===== config.mk =====
export PLATFORM = sky130hd
export DESIGN_NAME = uart_rx_flat
export DESIGN_NICKNAME = d
export VERILOG_FILES = /design/src/rtl/uart_pkg.sv /design/src/rtl/uart_rx_if.sv /design/src/rtl/sync_ff.sv /design/src/rtl/uart_rx.sv /design/src/flat_wrapper.sv
export SDC_FILE = /design/constraint.sdc
export NUM_CORES = 1
export LEC_CHECK = 0
export ABC_CLOCK_PERIOD_IN_PS = 2050
export CORE_MARGIN = 2
export CORE_UTILIZATION = 53
export CTS_BUF_LIST = sky130_fd_sc_hd__clkbuf_8
export DETAILED_ROUTE_END_ITERATION = 12
export PLACE_DENSITY = 0.77
export SLEW_MARGIN = 30
export SYNTH_ARGS = -nofsm -noshare
export SYNTH_HDL_FRONTEND = slang
export SYNTH_SLANG_ARGS = --single-unit

===== constraint.sdc =====
create_clock -name clk -period 2.05 [get_ports clk]
set_clock_uncertainty 0.1 [all_clocks]
set_input_delay 0.205 -clock clk [delete_from_list [all_inputs] [get_ports clk]]
set_output_delay 0.205 -clock clk [all_outputs]
set_load 0.05 [all_outputs]

===== src/rtl/uart_pkg.sv =====
// uart_pkg
// Shared definitions for the UART receive and transmit paths.
//   state_e          : receiver FSM state encoding (3 bits)
//   DATA_BITS        : payload bits per frame (8N1)
//   DEFAULT_BAUD_DIV : clk cycles per bit, 1 MHz / 9600; also used by the transmitter
package uart_pkg;

    localparam int DATA_BITS        = 8;
    localparam int DEFAULT_BAUD_DIV = 104;

    typedef enum logic [2:0] {
        ST_IDLE  = 3'd0,
        ST_START = 3'd1,
        ST_DATA  = 3'd2,
        ST_STOP  = 3'd3,
        ST_BREAK = 3'd4
    } state_e;

endpackage : uart_pkg


===== src/rtl/uart_rx_if.sv =====
// uart_rx_if
// Bundles the serial line and the received-byte outputs of the UART receiver.
//   rx         : asynchronous serial line, idle high (driven by master)
//   data_out   : last correctly received byte, LSB received first
//   data_valid : one-cycle strobe, data_out updated in the same cycle
//   frame_err  : one-cycle strobe when the stop bit samples low
//   busy       : high from start-bit detection until the receiver is idle again
// Modports:
//   master : line driver / byte consumer
//   slave  : the receiver
interface uart_rx_if;
    import uart_pkg::*;

    logic                 rx;
    logic [DATA_BITS-1:0] data_out;
    logic                 data_valid;
    logic                 frame_err;
    logic                 busy;

    modport master (
        output rx,
        input  data_out,
        input  data_valid,
        input  frame_err,
        input  busy
    );

    modport slave (
        input  rx,
        output data_out,
        output data_valid,
        output frame_err,
        output busy
    );

endinterface : uart_rx_if


===== src/rtl/sync_ff.sv =====
// sync_ff
// Multi-flop synchronizer for a single asynchronous input. Reset value is
// configurable so that idle-high lines come out of reset looking idle.
//   clk   : system clock
//   rst_n : synchronous reset, active low
//   d_i   : asynchronous input
//   q_o   : synchronized output, SYNC_STAGES cycles behind d_i
module sync_ff #(
    parameter int   SYNC_STAGES = 2,
    parameter logic RST_VAL     = 1'b1
) (
    input  logic clk,
    input  logic rst_n,
    input  logic d_i,
    output logic q_o
);

    logic [SYNC_STAGES-1:0] sync_q;

    always_ff @(posedge clk) begin
        if (!rst_n) begin
            sync_q <= {SYNC_STAGES{RST_VAL}};
        end else begin
            sync_q <= {sync_q[SYNC_STAGES-2:0], d_i};
        end
    end

    assign q_o = sync_q[SYNC_STAGES-1];

endmodule : sync_ff


===== src/rtl/uart_rx.sv =====
// uart_rx
// 8N1 UART receiver. The serial line is synchronized, the start bit is
// qualified at its midpoint, and every following bit is sampled one bit
// period later, i.e. at mid-bit. A good frame produces a one-cycle
// data_valid strobe with data_out updated in the same cycle; a low stop bit
// produces a one-cycle frame_err strobe and the receiver then waits for the
// line to return high before looking for another start bit.
//   clk   : system clock
//   rst_n : synchronous reset, active low
//   bus   : uart_rx_if.slave (rx in; data_out, data_valid, frame_err, busy out)
module uart_rx
    import uart_pkg::*;
#(
    parameter int BAUD_DIV    = DEFAULT_BAUD_DIV,
    parameter int SYNC_STAGES = 2
) (
    input  logic     clk,
    input  logic     rst_n,
    uart_rx_if.slave bus
);

    localparam int CNT_W = $clog2(BAUD_DIV);
    localparam int BIT_W = $clog2(DATA_BITS);

    localparam logic [CNT_W-1:0] HALF_LOAD = CNT_W'(BAUD_DIV / 2 - 1);
    localparam logic [CNT_W-1:0] FULL_LOAD = CNT_W'(BAUD_DIV - 1);
    localparam logic [BIT_W-1:0] LAST_BIT  = BIT_W'(DATA_BITS - 1);

    logic                 rx_s;

    state_e               state_q,  state_d;
    logic [CNT_W-1:0]     cnt_q,    cnt_d;
    logic [BIT_W-1:0]     bit_q,    bit_d;
    logic [DATA_BITS-1:0] shift_q,  shift_d;
    logic [DATA_BITS-1:0] data_q,   data_d;
    logic                 valid_q,  valid_d;
    logic                 ferr_q,   ferr_d;

    // Synchronizer resets to 1 so the line looks idle straight out of reset.
    sync_ff #(
        .SYNC_STAGES (SYNC_STAGES),
        .RST_VAL     (1'b1)
    ) u_sync (
        .clk   (clk),
        .rst_n (rst_n),
        .d_i   (bus.rx),
        .q_o   (rx_s)
    );

    always_ff @(posedge clk) begin
        if (!rst_n) begin
            state_q <= ST_IDLE;
            cnt_q   <= '0;
            bit_q   <= '0;
            data_q  <= '0;
            valid_q <= 1'b0;
            ferr_q  <= 1'b0;
        end else begin
            state_q <= state_d;
            cnt_q   <= cnt_d;
            bit_q   <= bit_d;
            data_q  <= data_d;
            valid_q <= valid_d;
            ferr_q  <= ferr_d;
        end
    end

    // The shift register is pure payload; a partial byte left in it after
    // reset is never published because every frame rewrites all bits first.
    always_ff @(posedge clk) begin
        shift_q <= shift_d;
    end

    always_comb begin
        state_d = state_q;
        cnt_d   = cnt_q;
        bit_d   = bit_q;
        shift_d = shift_q;
        data_d  = data_q;
        valid_d = 1'b0;
        ferr_d  = 1'b0;

        case (state_q)
            ST_IDLE: begin
                // Counters parked at zero while idle.
                cnt_d = '0;
                bit_d = '0;
                if (!rx_s) begin
                    // Half a bit period lands the next sample mid start bit.
                    cnt_d   = HALF_LOAD;
                    state_d = ST_START;
                end
            end

            ST_START: begin
                if (cnt_q != '0) begin
                    cnt_d = cnt_q - CNT_W'(1);
                end else if (rx_s) begin
                    // Line back high by mid start bit: a glitch, not a frame.
                    state_d = ST_IDLE;
                end else begin
                    cnt_d   = FULL_LOAD;
                    bit_d   = '0;
                    state_d = ST_DATA;
                end
            end

            ST_DATA: begin
                if (cnt_q != '0) begin
                    cnt_d = cnt_q - CNT_W'(1);
                end else begin
                    shift_d[bit_q] = rx_s;
                    cnt_d          = FULL_LOAD;
                    if (bit_q == LAST_BIT) begin
                        state_d = ST_STOP;
                    end else begin
                        bit_d = bit_q + BIT_W'(1);
                    end
                end
            end

            ST_STOP: begin
                if (cnt_q != '0) begin
                    cnt_d = cnt_q - CNT_W'(1);
                end else begin
                    // Leave at mid stop bit so a start bit that follows
                    // immediately is still caught from IDLE.
                    cnt_d = '0;
                    if (rx_s) begin
                        data_d  = shift_q;
                        valid_d = 1'b1;
                        state_d = ST_IDLE;
                    end else begin
                        ferr_d  = 1'b1;
                        state_d = ST_BREAK;
                    end
                end
            end

            ST_BREAK: begin
                // A held-low line must not be re-read as a stream of frames.
                cnt_d = '0;
                if (rx_s) begin
                    state_d = ST_IDLE;
                end
            end

            default: begin
                state_d = ST_IDLE;
                cnt_d   = '0;
                bit_d   = '0;
            end
        endcase
    end

    assign bus.data_out   = data_q;
    assign bus.data_valid = valid_q;
    assign bus.frame_err  = ferr_q;
    assign bus.busy       = (state_q != ST_IDLE);

endmodule : uart_rx


===== src/flat_wrapper.sv =====
// flat-port wrapper written by rule: the top's interface ports become plain ports
module uart_rx_flat import uart_pkg::*;
#(
    parameter int BAUD_DIV    = DEFAULT_BAUD_DIV,
    parameter int SYNC_STAGES = 2
)
  (clk, rst_n, bus_rx, bus_data_out, bus_data_valid, bus_frame_err, bus_busy);
  uart_rx_if bus_i ();
  input  logic clk;
  input  logic rst_n;
  input wire logic [$bits(bus_i.rx)-1:0] bus_rx;
  output wire logic [$bits(bus_i.data_out)-1:0] bus_data_out;
  output wire logic [$bits(bus_i.data_valid)-1:0] bus_data_valid;
  output wire logic [$bits(bus_i.frame_err)-1:0] bus_frame_err;
  output wire logic [$bits(bus_i.busy)-1:0] bus_busy;
  assign bus_i.rx = bus_rx;
  assign bus_data_out = bus_i.data_out;
  assign bus_data_valid = bus_i.data_valid;
  assign bus_frame_err = bus_i.frame_err;
  assign bus_busy = bus_i.busy;
  uart_rx #(.BAUD_DIV(BAUD_DIV), .SYNC_STAGES(SYNC_STAGES)) u_core (.clk(clk), .rst_n(rst_n), .bus(bus_i));
endmodule

# [After elaboration in Yosys (flattened, before gate mapping)]
# Index checks and enable logic that the tools add are counted.
[word_totals] ff_bits=33 inputBits=3 output_inout_bits=11 word_cells=65
[op_classes] n_addsub=2 magnitude_cmp=2 n_eq_ne=14 muxes=25 bitwise=4 n_reduce_logical=10
[op_table] cell="2-to-1 mux 3 bit" n=11
[op_table] cell="2-to-1 mux 7 bit" n=4
[op_table] cell="one-hot mux 7 bit (4 select lines)" n=1
[op_table] cell="one-hot mux 3 bit (5 select lines)" n=1
[op_table] cell="inequality test 2 bit (second input constant)" n=7
[op_table] cell="one-hot mux 3 bit (3 select lines)" n=1
[op_table] cell="bitwise mux 8 bit" n=1
[op_table] cell="nonzero test 7 bit" n=1
[op_table] cell="subtractor 7 x 1 -> 7 bit (second input constant)" n=1
[op_table] cell="equality test 3 x 2 -> 1 bit (second input constant)" n=2
[op_table] cell="equality test 3 bit (second input constant)" n=2
[op_table] cell="2-to-1 mux 6 bit" n=1
[op_table] cell="AND reduction 6 bit" n=1
[op_table] cell="AND reduction 5 bit" n=1
[op_table] cell="< comparator 3 x 4 -> 1 bit (second input constant)" n=1
[op_table] cell="NOT 1 bit" n=4
[op_table] cell="adder 3 x 1 -> 3 bit (second input constant)" n=1
[op_table] cell="demux 1 bit (select 3 bit)" n=1
[op_table] cell="equality test 3 x 1 -> 1 bit (second input constant)" n=1
[op_table] cell=">= comparator 3 x 1 -> 1 bit (second input constant)" n=1
[op_table] cell="logical NOT 3 bit" n=1
[op_table] cell="2-to-1 mux 1 bit" n=3
[op_table] cell="inequality test 3 x 2 -> 1 bit (second input constant)" n=1
[op_table] cell="AND reduction 3 bit" n=1
[op_table] cell="other kinds (7)" n=7

# [Logic depth before layout (Yosys ltp)]
[depth] depth_word=5 ltp_mapped=7 depth_no_buf=6

# [Modules after synthesis]
# From an unflattened synthesis, not the netlist that was laid out.
[unflattened] cells_unflattened=156 hier_area_um2=1522.7
[by_module_without_submodules] mod="uart_rx" n_inst=1 cells_each=152 area_each_um2=1470.2 seq_area_each_um2=700.7
[by_module_without_submodules] mod="sync_ff" n_inst=1 cells_each=4 area_each_um2=52.6 seq_area_each_um2=40.0

# [Worst setup path after synthesis]
# No wires, ideal clock.
[synth_path] path_type="register to register" startpoint="reg u_core.cnt_q[0]" endpoint="reg u_core.shift_q[0], enable pin" setup_ns=0.312 t_arrival_ns=1.700 required_time_ns=1.638 slack_ns=-0.062 path_stages_with_launch=7 n_path_buf=0 synth_period_minus_slack_ns=2.112 path_cell_list="dfxtp_1 > inv_1 > ha_1 > nor4b_4 > nand2_2 > or4_1 > nor3_1"
[synth_via] elab_chain_cells=3
[synth_rtl] item="from (decl)" line_no="uart_rx.sv:32" source="logic [CNT_W-1:0] cnt_q, cnt_d;"
[synth_rtl] item="from (signal assigned)" line_no="uart_rx.sv:60" source="cnt_q <= cnt_d;"
[synth_rtl] item="nonzero test 7 bit" line_no="uart_rx.sv:109" source="if (cnt_q != '0) begin"
[synth_rtl] item="NOT 1 bit (no source line)"
[synth_rtl] item="AND reduction 2 bit (no source line)"
[synth_rtl] item="to (signal assigned)" line_no="uart_rx.sv:71" source="shift_q <= shift_d;"
[synth_rtl] item="to (decl)" line_no="uart_rx.sv:34" source="logic [DATA_BITS-1:0] shift_q, shift_d;"
# No other way between the ends.
# A chain may end at the register's enable or synchronous reset.

# [Worst setup path in the final report]
[layout_path] startpoint="reg u_core.cnt_q[1]" endpoint="reg u_core.shift_q[1], enable pin"
# The elaborated chain is that of the path after synthesis.

==> results.cfg <==
[timing]
post-route-min-period_ns = 1.96
setup_viol = 0
worst_pin_slew_ns = 0.512
max_freq_mhz = 510
relSlewSlack = 0.657
period_share = 0.956
slew_viol_final = 0
finalHoldViolations = 0
holdWs_ns = 0.321

[power_and_ir_drop]
post-layout-total-power_mw = 1.34
leakagePower_nw = 0.670
pwr_density_cell_nw_per_um2 = 736
max-vdd-ir-drop_mv = 0.783

[global_routing]
antenna_found_initial = 0
grt_pass1_wl_mm = 4.91
grt.overflow.total = 0
grt_max_degree = 24
grt_pass1_vias = 1143
globalRouteTotalUtil = 0.195

[final_layout]
fin_cells = 212
fin_util = 0.665
fillerInstances = 216
fin_area_um2 = 1820
nets = 186
seqCellArea_um2 = 742
drive_gt1_frac = 0.177
area_growth_pct = 19.9
multi_input_area_um2 = 719
antennaDiodeCount = 0

[synthesis]
yosysUniqueCellTypes = 41
synth.largest_area_cell = dfxtp_1
yosysWarnings = 0
avgSynthCellArea_um2 = 9.59
synthMuxAreaShare = 0.0198
synth_compound_area_frac = 0.114
synthAdderAreaFrac = 0.0248
synth_top_area_frac = 0.330
synth_xor_xnor_area_share = 0.0231
synth_top_family_by_area = simple AND/OR/NAND/NOR gates
synth_area_leaders = dfxtp_1 33%, edfxtp_1 16%, nand3_1 4.3%, nand2_1 4.0%, nor2_1 3.7%
synthesis.area_um2 = 1520
syn_inst = 158
yosysSeqAreaShare = 0.489
yosys.area_share.simple = 0.277
synth_fp_nets = 164
ys_ff_latch = 33

[status]
status = finished clean

[clocking]
clock-sinks = 33
htree_levels = 2
root_buffer = clkbuf_8
clk_latency_ns = 0.28
ctsHoldBuffers = 0
cts_inserted_buffers = 5
clk_pin_slew_ns = 0.07
post_cts_buffers = 0
clock_path_buffers = 2
cts_resized = 0
cts_tree = yes

[placed_design]
dp_hpwl_mm = 2.06
place.gp.congestion = 0.913
port_buffers = 13
dp.cells = 204
dpl-instance-area_um2 = 1720

[route]
wire_per_inst_um = 13.6
drc = 0
drt-initial-drc-count = 22
ant_nets = 0
firstDrtPassIters = 4
via_count = 1206
routed_wl_mm = 2.88
vias_per_cell = 5.69

[run]
cap_violations = 0

[setup_path]
worstReg2RegStart = u_core.cnt_q[1]$_SDFFE_PN0P_
startpoint = u_core.cnt_q[1]$_SDFFE_PN0P_
crit_arrival_ns = 1.85
worstPathMaxFanout = 4
cp-start-kind = flop
endpoint_kind = flop
crit_required_ns = 1.94
critPathKind = reg -> reg

[die]
die_w_um = 57.5
die_h_um = 57.5
fp-row-count = 19
io_pins = 14
core_area_um2 = 2730
start_util = 0.554
fp.dieArea_um2 = 3300

[worst_hold_path]
hold_start = u_core.u_sync.sync_q[0]$_SDFF_PN1_
hp-class = reg -> reg
-- logic make-up after synthesis --
kind of cell | after synthesis
compound gates | 28
simple gates | 75
fa+ha+maj | 3
flops | 33
buf+inv | 12
xor+xnor | 4
mux | 3
-- path summary, 6_finish.rpt --
check / cells past startpoint / end / slack (ns)
worst min-delay path: 1 / u_core.u_sync.sync_q[1]$_SDFF_PN1_ / 0.32
worst max-delay path: 6 / u_core.shift_q[1]$_DFFE_PP_ / 0.09
worst min register to register: 1 / u_core.u_sync.sync_q[1]$_SDFF_PN1_ / 0.32
worst max register to register: 6 / u_core.shift_q[1]$_DFFE_PP_ / 0.09
-- critical path: stages, from the launching register on --
cell and delay (ns):
dfxtp_1 0.34, inv_1 0.06, ha_2 0.18, or4b_4 0.51, nor2_4 0.12, nand4b_1 0.19
nor3_2 0.17
-- Yosys cell counts (all sizes together) --
cell         number
and2              1
nand2            17
o21ai            10
clkbuf            4
nand4b            1
o2bb2ai           1
nor4b             1
inv               4
ha                3
xor2              2
nor3              4
o31ai             1
or3               2
xnor2             2
a21oi             7
or2               1
o211ai            1
nor4              4
mux2i             3
o41ai             1
nor3b             4
edfxtp            8
nand2b            6
a221oi            2
nand4             1
or4b              1
nand3            13
or4               1
o21bai            1
dfxtp            25
o21a              1
and3              2
nor2b             1
buf               3
a211oi            3
dlygate4sd1       1
nor2             15
-- power breakdown --
| part | internal, mW | total, mW | switching (mW) |
|---|---|---|---|
| Combinational | 0.0809 | 0.180 | 0.0992 |
| Sequential | 0.675 | 0.688 | 0.0124 |
| Clock | 0.234 | 0.470 | 0.236 |
| Total | 0.990 | 1.34 | 0.348 |
-- routing by layer --
layer  GRT usage  part of all wire
met1       0.232              0.45
met4      0.0797             0.015
met5           0                 0
met3      0.0680             0.047
met2       0.320              0.49
-- metrics by stage --
step,setup slack [ns],setup TNS [ns]
3_5_place_dp,0.00683,0
3_3_place_gp,0.0854,0
2_1_floorplan,0.0239,0
6_report,0.0896,0
4_1_cts,0.00253,0
5_1_grt,-0.0362,-0.0506
-- state kept, by name, indices dropped and copies added, names as in the netlist --
signal	cells
u_core.bus.data_out	8
u_core.shift_q	8
u_core.cnt_q	7
u_core.bit_q	3
u_core.state_q	3
u_core.u_sync.sync_q	2
u_core.bus.data_valid	1
u_core.bus.frame_err	1
-- placed cells by master, fill, tap and decap left out, types with 2 or more instances in the layout --
cell	Yosys	final
clkinv_2	0	2
o21ai_0	10	10
a211oi_1	3	3
nand2b_1	6	6
inv_1	4	3
ha_1	3	2
nor3b_1	4	4
or3_1	2	2
a221oi_1	2	2
dfxtp_1	25	24
nor3_2	0	2
nor2_1	15	14
nor3_1	4	2
and3_1	2	2
clkbuf_8	1	5
edfxtp_1	8	8
nor4_1	3	3
buf_4	1	10
mux2i_1	3	3
clkdlybuf4s50_1	0	12
xnor2_1	2	2
xor2_1	2	2
nand2_1	16	16
a21oi_1	7	7
nand3_1	13	13
-- cell type report --
type,instances,share of cell area
clock inverters,3,0.00964
inverters,4,0.00826
clock buffers,5,0.0379
well taps,31,0.0213
repair buffers,23,0.118
multi-input cells,113,0.396
flip-flops and latches,33,0.408
No activity file was read; power rests on OpenSTA's default activity.
